==> src/rtl/branch_resolve_unit_pkg.sv <==
// Shared definitions for the branch resolution unit: condition-code values,
// the 2-bit direction-counter encoding and its saturating step function.
package branch_resolve_unit_pkg;

   localparam logic [3:0] COND_NEVER = 4'd0;
   localparam logic [3:0] COND_EQ    = 4'd1;
   localparam logic [3:0] COND_NE    = 4'd2;
   localparam logic [3:0] COND_LT    = 4'd3;
   localparam logic [3:0] COND_GE    = 4'd4;
   localparam logic [3:0] COND_LE    = 4'd5;
   localparam logic [3:0] COND_GT    = 4'd6;
   localparam logic [3:0] COND_CS    = 4'd7;
   localparam logic [3:0] COND_CC    = 4'd8;
   localparam logic [3:0] COND_VS    = 4'd9;
   localparam logic [3:0] COND_AL    = 4'd10;

   // Direction counter: the MSB is the predicted direction.
   typedef enum logic [1:0] {
      CTR_SNT = 2'b00,
      CTR_WNT = 2'b01,
      CTR_WT  = 2'b10,
      CTR_ST  = 2'b11
   } ctr_t;

   localparam ctr_t CTR_RESET = CTR_WNT;

   // Move a counter one step toward taken (up=1) or not-taken, sticking at the ends.
   function automatic ctr_t ctr_step(input ctr_t cur, input logic up);
      ctr_t nxt;
      nxt = cur;
      if (up) begin
         case (cur)
            CTR_SNT: nxt = CTR_WNT;
            CTR_WNT: nxt = CTR_WT;
            default: nxt = CTR_ST;
         endcase
      end else begin
         case (cur)
            CTR_ST:  nxt = CTR_WT;
            CTR_WT:  nxt = CTR_WNT;
            default: nxt = CTR_SNT;
         endcase
      end
      return nxt;
   endfunction

endpackage

==> src/rtl/branch_resolve_unit_cond.sv <==
// Combinational condition-code evaluator: decides the actual branch direction
// from a 4-bit condition code and the ALU flags. Unused codes read as not taken.
module branch_cond_eval
   import branch_resolve_unit_pkg::*;
#(
   parameter bit LT_USE_OF = 1'b1
) (
   input  logic [3:0] cond,
   input  logic       sf,
   input  logic       zf,
   input  logic       of,
   input  logic       cf,
   output logic       taken
);

   logic lt;

   // Signed less-than either honours overflow or trusts the sign flag alone.
   assign lt = LT_USE_OF ? (sf ^ of) : sf;

   // Decode the condition code into a taken/not-taken decision.
   always_comb begin
      taken = 1'b0;
      case (cond)
         COND_EQ: taken = zf;
         COND_NE: taken = ~zf;
         COND_LT: taken = lt;
         COND_GE: taken = ~lt;
         COND_LE: taken = lt | zf;
         COND_GT: taken = ~(lt | zf);
         COND_CS: taken = cf;
         COND_CC: taken = ~cf;
         COND_VS: taken = of;
         COND_AL: taken = 1'b1;
         default: taken = 1'b0;
      endcase
   end

endmodule

==> src/rtl/branch_resolve_unit.sv <==
// Branch resolution in EX: evaluates the branch condition, trains a table of
// 2-bit direction counters, reports a registered resolution one cycle later
// and counts mispredicts (saturating).
module branch_resolve_unit
   import branch_resolve_unit_pkg::*;
#(
   parameter int IDX_W     = 6,
   parameter int CNT_W     = 16,
   parameter bit LT_USE_OF = 1'b1
) (
   input  logic             clk,
   input  logic             rst,
   input  logic [IDX_W-1:0] if_idx,
   output logic             if_pred_taken,
   input  logic             ex_valid,
   input  logic [IDX_W-1:0] ex_idx,
   input  logic [3:0]       ex_cond,
   input  logic             ex_pred_taken,
   input  logic             sf,
   input  logic             zf,
   input  logic             of,
   input  logic             cf,
   input  logic             flush,
   output logic             res_valid,
   output logic             res_taken,
   output logic             res_mispredict,
   output logic [CNT_W-1:0] mispredict_cnt
);

   localparam int DEPTH = 2 ** IDX_W;

   ctr_t pred_table [DEPTH];
   ctr_t if_entry;
   logic taken;
   logic accept;
   logic mispredict;

   branch_cond_eval #(
      .LT_USE_OF(LT_USE_OF)
   ) u_cond (
      .cond (ex_cond),
      .sf   (sf),
      .zf   (zf),
      .of   (of),
      .cf   (cf),
      .taken(taken)
   );

   assign accept     = ex_valid & ~flush;
   assign mispredict = taken ^ ex_pred_taken;

   // Fetch-side read returns the stored value; an update in the same cycle is not bypassed.
   assign if_entry      = pred_table[if_idx];
   assign if_pred_taken = (if_entry == CTR_WT) || (if_entry == CTR_ST);

   // Train the counter of every accepted branch, whatever its condition code.
   always_ff @(posedge clk or posedge rst) begin
      if (rst) begin
         for (int i = 0; i < DEPTH; i++) begin
            pred_table[i] <= CTR_RESET;
         end
      end else if (accept) begin
         pred_table[ex_idx] <= ctr_step(pred_table[ex_idx], taken);
      end
   end

   // Register the resolution; a dropped slot presents all zeros.
   always_ff @(posedge clk or posedge rst) begin
      if (rst) begin
         res_valid      <= 1'b0;
         res_taken      <= 1'b0;
         res_mispredict <= 1'b0;
      end else begin
         res_valid      <= accept;
         res_taken      <= accept & taken;
         res_mispredict <= accept & mispredict;
      end
   end

   // Count accepted mispredicts, holding at all-ones rather than wrapping.
   always_ff @(posedge clk or posedge rst) begin
      if (rst) begin
         mispredict_cnt <= '0;
      end else if (accept && mispredict && (mispredict_cnt != '1)) begin
         mispredict_cnt <= mispredict_cnt + CNT_W'(1);
      end
   end

endmodule

==> config.mk <==
export PLATFORM = sky130hd
export DESIGN_NAME = branch_resolve_unit
export DESIGN_NICKNAME = d
export VERILOG_FILES = /design/src/rtl/branch_resolve_unit_pkg.sv /design/src/rtl/branch_resolve_unit_cond.sv /design/src/rtl/branch_resolve_unit.sv
export SDC_FILE = /design/constraint.sdc
export NUM_CORES = 1
export LEC_CHECK = 0
export BUFFER_PORTS_ARGS = -buffer_cell sky130_fd_sc_hd__buf_2
export CAP_MARGIN = 20
export CORE_MARGIN = 2
export CORE_UTILIZATION = 49
export CTS_BUF_LIST = sky130_fd_sc_hd__clkbuf_8
export CTS_CLUSTER_DIAMETER = 150
export DETAILED_ROUTE_END_ITERATION = 8
export GPL_ROUTABILITY_DRIVEN = 0
export HOLD_SLACK_MARGIN = 0.03
export PLACE_DENSITY = 0.66
export SLEW_MARGIN = 5
export SYNTH_ARGS = -nofsm -noshare
export SYNTH_HDL_FRONTEND = slang
export SYNTH_SLANG_ARGS = --single-unit
==> constraint.sdc <==
create_clock -name clk -period 6 [get_ports clk]
set_input_delay 1.2 -clock clk [delete_from_list [all_inputs] [get_ports clk]]
set_output_delay 1.2 -clock clk [all_outputs]
set_load 0.1 [all_outputs]
Yosys cells after proc, flatten, opt, wreduce, memory -nomap -nowiden
Index checks and enable logic that the tools add are counted.

word-level totals
  bits in writable memories = 0
  register bits = 147
  logic and storage cells = 120
  input port bits = 25
  output and inout port bits = 20
  memory bits (read-only) = 0
  bits in latches = 0
  memories kept = 0

cells by class
  shift operators = 0
  reduce and logical (&&, ||, !) cells = 5
  div/mod/pow operators = 0
  mux-type cells = 14
  multiply operators = 0
  magnitude comparators = 3
  add/sub/neg operators = 1
  equal/unequal tests = 16
  bitwise operators = 13

operator list
  operator                 count
  $bwmux W128              1
  $bmux W2 S6              2
  $add A16 B1 Y16 const B  1
  $eq A4 B3 Y1 const B     4
  $ne A16 B16 Y1 const B   1
  $ge A7 B7 Y1 const B     2
  $mux W2                  7
  $not A6 Y7               2
  $demux W2 S6             1
  $eq A4 B4 Y1 const B     3
  $pmux W1 S10             1
  $eq A2 B2 Y1 const B     4
  $eq A4 B2 Y1 const B     2
  $pmux W2 S2              2
  $lt A7 B1 Y1 const B     1
  $not A1 Y1               5
  $eq A4 B1 Y1 const B     1
  $and A1 B1 Y1            3
  $logic_and A1 B1 Y1      3
  $eq A2 B1 Y1 const B     1
  $logic_not A2 Y1         1
  $xor A1 B1 Y1            2
  $logic_or A1 B1 Y1       1
  $or A1 B1 Y1             1

Depth between registers and ports, before layout
Gate-level depths: netlist of run 1.

  word-level depth = 9
  gate-level depth with buffers = 12

Hierarchy
From an unflattened synthesis of run 1, not the netlist that was laid out.

unflattened totals
  cell total of the unflattened synthesis = 726
  area total of the unflattened synthesis = 7412.1 µm²

modules (own cells, without submodules)
  module               times used  area each (µm²)  sequential area each (µm²)  cells an instance
  branch_resolve_unit  1           7319.5           3758.6                      714
  branch_cond_eval     1           92.6             0.0                         12

Worst setup path before layout of run 1
Ideal clock, no wire load.

  path type = input-to-output
  from = input if_idx[0]
  to = output if_pred_taken
  data required time = 4.800 ns
  stages = 5
  path slack = 0.913 ns
  buffers on the path = 2
  arrival = 3.887 ns
  cells stage by stage = clkbuf_1 buf_1 mux4_2 mux4_2 mux4_2

on the way
  cells in the longest elaborated chain, start to end = 6
  elaborated cells between the ends (all ways) = 7

RTL lines
  element                                         line                       source
  start: declaration                              branch_resolve_unit.sv:13  input logic [IDX_W-1:0] if_idx,
  $not A6 Y7 (not written as such) (*)            branch_resolve_unit.sv:53  assign if_entry = pred_table[if_idx];
  $bmux W2 S6 (*)                                 branch_resolve_unit.sv:53
  $mux W2 (not written as such) (*) (2 in a row)  branch_resolve_unit.sv:53
  $eq A2 B2 Y1                                    branch_resolve_unit.sv:54  assign if_pred_taken = (if_entry == CTR_WT) || (if_entry == CTR_ST);
  $logic_or A1 B1 Y1 (*)                          branch_resolve_unit.sv:54
  end: declaration                                branch_resolve_unit.sv:14  output logic if_pred_taken,

Mark *: on every way between the ends. The rest lies on a longest branch, timed or not. The select of a mux whose other input is x is not followed.

Final worst setup path of run 1
Ends and elaborated chain as after synthesis.

==> impl_metrics.json, run 1 <==
{
  "cts_buffer_depth": 2,
  "synthArstFlopShare_pct": 100,
  "path_max_fanout": 16,
  "syn2layout_area_growth_pct": 8.98,
  "core_area_sq_um": 15300,
  "dr.pass1.iters": 5,
  "cp_slowest_cell": "mux4_2",
  "initial_core_util_pct": 50.3,
  "die_w_microns": 129,
  "fill_cells": 1326,
  "route.detailed.drc": 0,
  "clock-sinks": 147,
  "antenna_left": 0,
  "drive_gt1_share_pct": 25.1,
  "finish.utilization_pct": 54.8,
  "port_buffers": 44,
  "arrival_ns": 3.55,
  "ys_seq_area_share_pct": 49.0,
  "die_h_microns": 129,
  "setup-violations-final": 0,
  "synth_cells": 766,
  "ir_worst_vdd_mv": 0.444,
  "yosys_warnings": 0,
  "n_antenna_cell": 0,
  "total_power_w": 0.00232,
  "finalHoldViolCount": 0,
  "setup_tns_ns": 0,
  "cp_common_cell": "mux4_2",
  "antenna_found_initial": 0,
  "worstPathCellList": "buf_2, mux4_2, mux4_2, mux4_2, buf_2",
  "outcome": "finished, final reports clean",
  "cts.htree.levels": 4,
  "finalMaxSlewViolations": 0,
  "cts_tree": "yes",
  "track_usage_pct": 26.0,
  "numCtsBuffers": 17,
  "die_area_sq_um": 16700,
  "synth-edff-count": 0,
  "fin_skew_ns": 0.0148,
  "viasPerCell": 5.99,
  "synth_cell_type_count": 60,
  "p_leak_nw": 3.32,
  "relSlewSlack_pct": 28.2,
  "grt-ovfl-total": 0,
  "worstHoldPathType": "reg -> reg",
  "synth.avg_cell_area_sq_um": 10.0,
  "min_period_over_period_pct": 79.2,
  "worstSetupStartpointType": "input pin",
  "end_kind": "output pin",
  "timing.fmax_mhz": 210,
  "wl_microns": 20100,
  "grt_pass1_wl_microns": 32800,
  "period_needed_ns": 4.75,
  "layout_common_cells": "nand2_1 (208), o21ai_0 (100), dfrtp_1 (83), dfstp_2 (64), buf_2 (44)",
  "maxCapViolCount": 0,
  "hpwl_microns": 13600,
  "drt-wirelength-per-cell_microns": 19.6,
  "initialDrtViolationCount": 710,
  "worstMarginPinSlew_ns": 1.07,
  "grt_pass1_vias": 6043,
  "ys.flop_type": "dfrtp_1",
  "syn-cell-area_sq_um": 7680,
  "post_cts_buffers": 0,
  "ys_ff_latch": 147,
  "cts_resized": 0,
  "root_buffer": "clkbuf_8",
  "cts.clk_slew.worst_paths_ns": 0.08,
  "io_pins": 45,
  "synthesis.nets": 792,
  "rsz0062_at_grt": "false",
  "crit_required_ns": 4.80,
  "vias": 6138,
  "rows": 45,
  "grt_max_degree": 82,
  "layout.nets": 826,
  "final_common_cell": "nand2_1",
  "clk_latency_ns": 0.46,
  "critPathKind": "in -> out",
  "powerDensity_nw_per_um2": 278,
  "max_stage_delay_ns": 0.59,
  "hold_buffers": 0
}
[registers in the layout, summed over array words and instances (netlist names)]
name / flops
mispredict_cnt: 16
pred_table: 128
res_mispredict: 1
res_taken: 1
res_valid: 1
[report_power, final]
part | internal [W] | switching (W)
sequential | 0.00110 | 0.0000616
combinational | 0.000120 | 0.000334
clock | 0.000322 | 0.000390
total | 0.00154 | 0.000785
[synth_stat cells (3+ instances only)]
cell type  number  share of area (%)
nand3b_1        6               0.59
o21ai_0       100                6.5
nor3b_1         8               0.78
buf_1           4               0.20
dfrtp_1        83                 27
a31oi_1         6               0.49
o221ai_1        4               0.46
o22ai_1         8               0.65
and2_1          4               0.33
dfstp_2        64                 22
nand2_1       208                 10
xnor2_1         4               0.46
nor3_1         13               0.85
mux2_2          9                1.3
xor2_1         13                1.5
a21o_1          3               0.29
nand2b_1        7               0.57
o21ai_1        29                1.9
mux2i_1        24                3.1
nand3_1         9               0.59
mux4_2         32                9.4
buf_6          12                1.8
inv_1          12               0.59
nor2_1         24                1.2
a221oi_1        3               0.34
clkbuf_1       11               0.54
nor2b_1         4               0.33
o211ai_1        3               0.29
buf_2          12               0.78
nand4_1         3               0.24
a22oi_1         5               0.49
[final timing paths]
kind	start	end	cells after the start	slack, ns
hold reg to reg	pred_table[86]	pred_table[86]	2	0.47
setup / recovery	if_idx[0]	if_pred_taken	5	1.25
min in group asynchronous	rst	pred_table[27]	2	0.85
setup reg to reg	pred_table[99]	pred_table[120]	8	3.00
hold / removal	pred_table[86]	pred_table[86]	2	0.47
max in group asynchronous	rst	pred_table[35]	3	3.85
[worst max-delay path, delay by kind of cell]
family,cells,cell delay (ns)
buffers and inverters,2,0.76
multiplexers,3,1.59
[per-stage QoR]
| stage | area [sq um] | hold WS, ns | std cells | setup slack (ns) |
|---|---|---|---|---|
| finish | 8370 | 0.467 | 1024 | 1.25 |
| CTS | 8370 | 0.466 | 1024 | 1.24 |
| global placement | 8010 | 0.448 | 992 | 1.26 |
| detailed placement | 8010 | 0.455 | 992 | 1.17 |
| floorplan | 7680 | 0.440 | 766 | 0.913 |
| global route | 8370 | 0.484 | 1024 | 1.17 |
[cell families after synthesis]
family | synth area share (%)
buf+inv | 4.11
simple gates | 17.4
flops | 49.0
fa+ha+maj | 0.163
compound gates | 13.6
xor+xnor | 1.94
mux | 13.8
[final cells by class]
cell class	count	area [sq um]	share of cell area, %
clock buffer	17	234	2.80
clock inverter	15	123	1.47
inverter	13	53.8	0.643
multi-input combinational	565	3620	43.3
sequential	147	3760	44.9
tap	211	264	3.16
timing repair buffer	56	310	3.71
[per-layer routing]
| layer | wire length (microns) | vias up | global-route usage [%] | part of all wire (%) |
|---|---|---|---|---|
| met4 | 641 | 0 | 11.2 | 3.2 |
| met1 | 8470 | 3038 | 34.8 | 42 |
| met2 | 9720 | 258 | 41.5 | 48 |
| met3 | 1290 | 50 | 5.16 | 6.4 |
| met5 | 0 | - | 0 | 0 |
| li1 | - | 2792 | - | - |
Power figures use the tool's default switching activity.
==> inputs of run 2 (changes only) <==
--- a/config.mk
+++ b/config.mk
@@ -14,7 +14,7 @@
 export DETAILED_ROUTE_END_ITERATION = 8
 export GPL_ROUTABILITY_DRIVEN = 0
 export HOLD_SLACK_MARGIN = 0.03
-export PLACE_DENSITY = 0.66
+export PLACE_DENSITY = 0.69
 export SLEW_MARGIN = 5
 export SYNTH_ARGS = -nofsm -noshare
 export SYNTH_HDL_FRONTEND = slang
==> constraint.sdc (replaced) <==
create_clock -name clk -period 3.8 [get_ports clk]
set_input_delay 0.76 -clock clk [delete_from_list [all_inputs] [get_ports clk]]
set_output_delay 0.76 -clock clk [all_outputs]
set_load 0.1 [all_outputs]
==> impl_metrics.json, run 2 (synthesized netlist as in run 1, its figures left out) <==
{
  "m1WireLength_microns": 8430,
  "io_pins": 45,
  "finalHoldViolCount": 0,
  "grt_max_degree": 72,
  "grt-ovfl-total": 0,
  "setup_tns_ns": 0,
  "power_frac_seq_pct": 46.5,
  "track_usage_pct": 26.1,
  "dpl_cell_area_sq_um": 8220,
  "r2r.worst_path.cells": 8,
  "post_cts_buffers": 0,
  "rsz0062_at_grt": "false",
  "fin_skew_ns": 0.0115,
  "fin_area_sq_um": 8660,
  "top_regs": "pred_table x128, mispredict_cnt x16",
  "hold_buffers": 0,
  "p_sw_w": 0.00123,
  "initial_core_util_pct": 50.3,
  "arrival_ns": 2.90,
  "clk_latency_ns": 0.46,
  "worstSetupStartpointType": "input pin",
  "max_stage_delay_ns": 0.53,
  "largest_reg_flops": 128,
  "drt-wirelength-per-cell_microns": 19.3,
  "critPathKind": "in -> out",
  "clkPwrFrac_pct": 34.5,
  "relSlewSlack_pct": 31.1,
  "path_max_fanout": 16,
  "grt_pass1_wl_microns": 32900,
  "final_common_cell": "nand2_1",
  "regToRegSetupSlack_ns": 1.11,
  "n_antenna_cell": 0,
  "route.met2.wl_microns": 9660,
  "syn2layout_area_growth_pct": 12.8,
  "layout.nets": 845,
  "p_leak_nw": 3.49,
  "core_area_sq_um": 15300,
  "r2r-end": "pred_table[114]",
  "drive_gt1_share_pct": 26.6,
  "cts.clk_slew.worst_paths_ns": 0.08,
  "maxCapViolCount": 0,
  "worstReg2RegStart": "pred_table[101]",
  "powerDensity_nw_per_um2": 453,
  "dr.pass1.iters": 5,
  "fill_cells": 1335,
  "die_w_microns": 129,
  "grt_pass1_vias": 6184,
  "wl_microns": 20200,
  "timing.fmax_mhz": 273,
  "period_needed_ns": 3.66,
  "cp-endpoint": "if_pred_taken",
  "layout_common_cells": "nand2_1 (208), o21ai_0 (100), dfrtp_1 (83), dfstp_2 (64), buf_2 (44)",
  "end_kind": "output pin",
  "cp_common_cell": "mux4_2",
  "worstMarginPinSlew_ns": 1.03,
  "regMostFlops": "pred_table",
  "outcome": "finished, final reports clean",
  "cts_buffer_depth": 2,
  "cp-startpoint": "if_idx[0]",
  "switching_share_pct": 31.4,
  "cts.htree.levels": 4,
  "rows": 45,
  "numCtsBuffers": 17,
  "cp_slowest_cell": "mux4_2",
  "p_int_w": 0.00269,
  "initialDrtViolationCount": 543,
  "clock-sinks": 147,
  "top_layer": "met4",
  "die_area_sq_um": 16700,
  "cts_tree": "yes",
  "register_area_sq_um": 3760,
  "ir_worst_vdd_mv": 0.602,
  "root_buffer": "clkbuf_8",
  "finalMaxSlewViolations": 0,
  "route.detailed.drc": 0,
  "antenna_left": 0,
  "crit_required_ns": 3.04,
  "worstHoldPathType": "in -> async",
  "multi_input_area_sq_um": 3600,
  "p_comb_share_pct": 19.1,
  "die_h_microns": 129,
  "viasPerCell": 5.89,
  "port_buffers": 44,
  "vias": 6139,
  "min_period_over_period_pct": 96.2,
  "wl_met3_microns": 1330,
  "worstPathCellList": "buf_2, buf_12, mux4_2, mux4_2, mux4_2, buf_2",
  "setup-violations-final": 0,
  "cts_resized": 0,
  "antenna_found_initial": 0,
  "hpwl_microns": 14100
}
[run 2: cell types whose count changed in the layout (fill, tap and decap cells not counted)]
cell        before  now
buf_12           0    7
inv_6            2    1
bufinv_16        1    4
nor3_2           4    0
clkbuf_8        17   19
inv_1           14   12
clkinvlp_4       6    4
buf_4           12   24
nor3_1           9   13
[run 2: worst min-delay path by stage]
stage                           end  depth (start not counted)  slack [ns]
floorplan           pred_table[104]                          2        0.44
global placement      pred_table[8]                          2        0.45
detailed placement   pred_table[84]                          2        0.46
CTS                   pred_table[7]                          2        0.44
global route         pred_table[16]                          2        0.48
finish                pred_table[7]                          2        0.44
[run 2: through the flow]
stage	cells	setup WS (ns)	hold slack [ns]	power (W)	util, %
2_1_floorplan	766	0.109	0.440	0.00241	-
3_3_place_gp	1011	0.155	0.450	0.00257	53.9
3_5_place_dp	1011	0.125	0.457	0.00260	53.9
4_1_cts	1043	0.127	0.442	0.00395	56.8
5_1_grt	1043	0.0982	0.482	0.00409	56.8
6_report	1043	0.143	0.443	0.00392	56.8
[run 2: worst max-delay path, delay by kind of cell]
family / cells / cell delay [ns]
buffers and inverters: 3 / 0.59
muxes: 3 / 1.54
[run 2: cell type report]
| cell class | instances | area share, % |
|---|---|---|
| flip-flops and latches | 147 | 43.4 |
| multi-input cells | 565 | 41.6 |
| repair buffers | 75 | 6.24 |
| well taps | 211 | 3.05 |
| clock buffers | 19 | 3.02 |
| clock inverters | 13 | 2.11 |
| inverters | 13 | 0.607 |
[run 2: metal layers]
metal | GRT usage, % | vias to the layer above
met5 | 0 | -
met4 | 11.4 | 0
met3 | 5.95 | 54
met2 | 41.4 | 225
met1 | 34.6 | 3018
li1 | - | 2842
[run 2: power by group through the flow]
stage | clock [W] | combinational (W) | sequential, W
after floorplan | 0 | 0.000364 | 0.00205
after global placement | 0 | 0.000729 | 0.00184
after detailed placement | 0 | 0.000750 | 0.00185
after CTS | 0.00137 | 0.000752 | 0.00182
after global routing | 0.00144 | 0.000808 | 0.00184
final | 0.00135 | 0.000748 | 0.00182
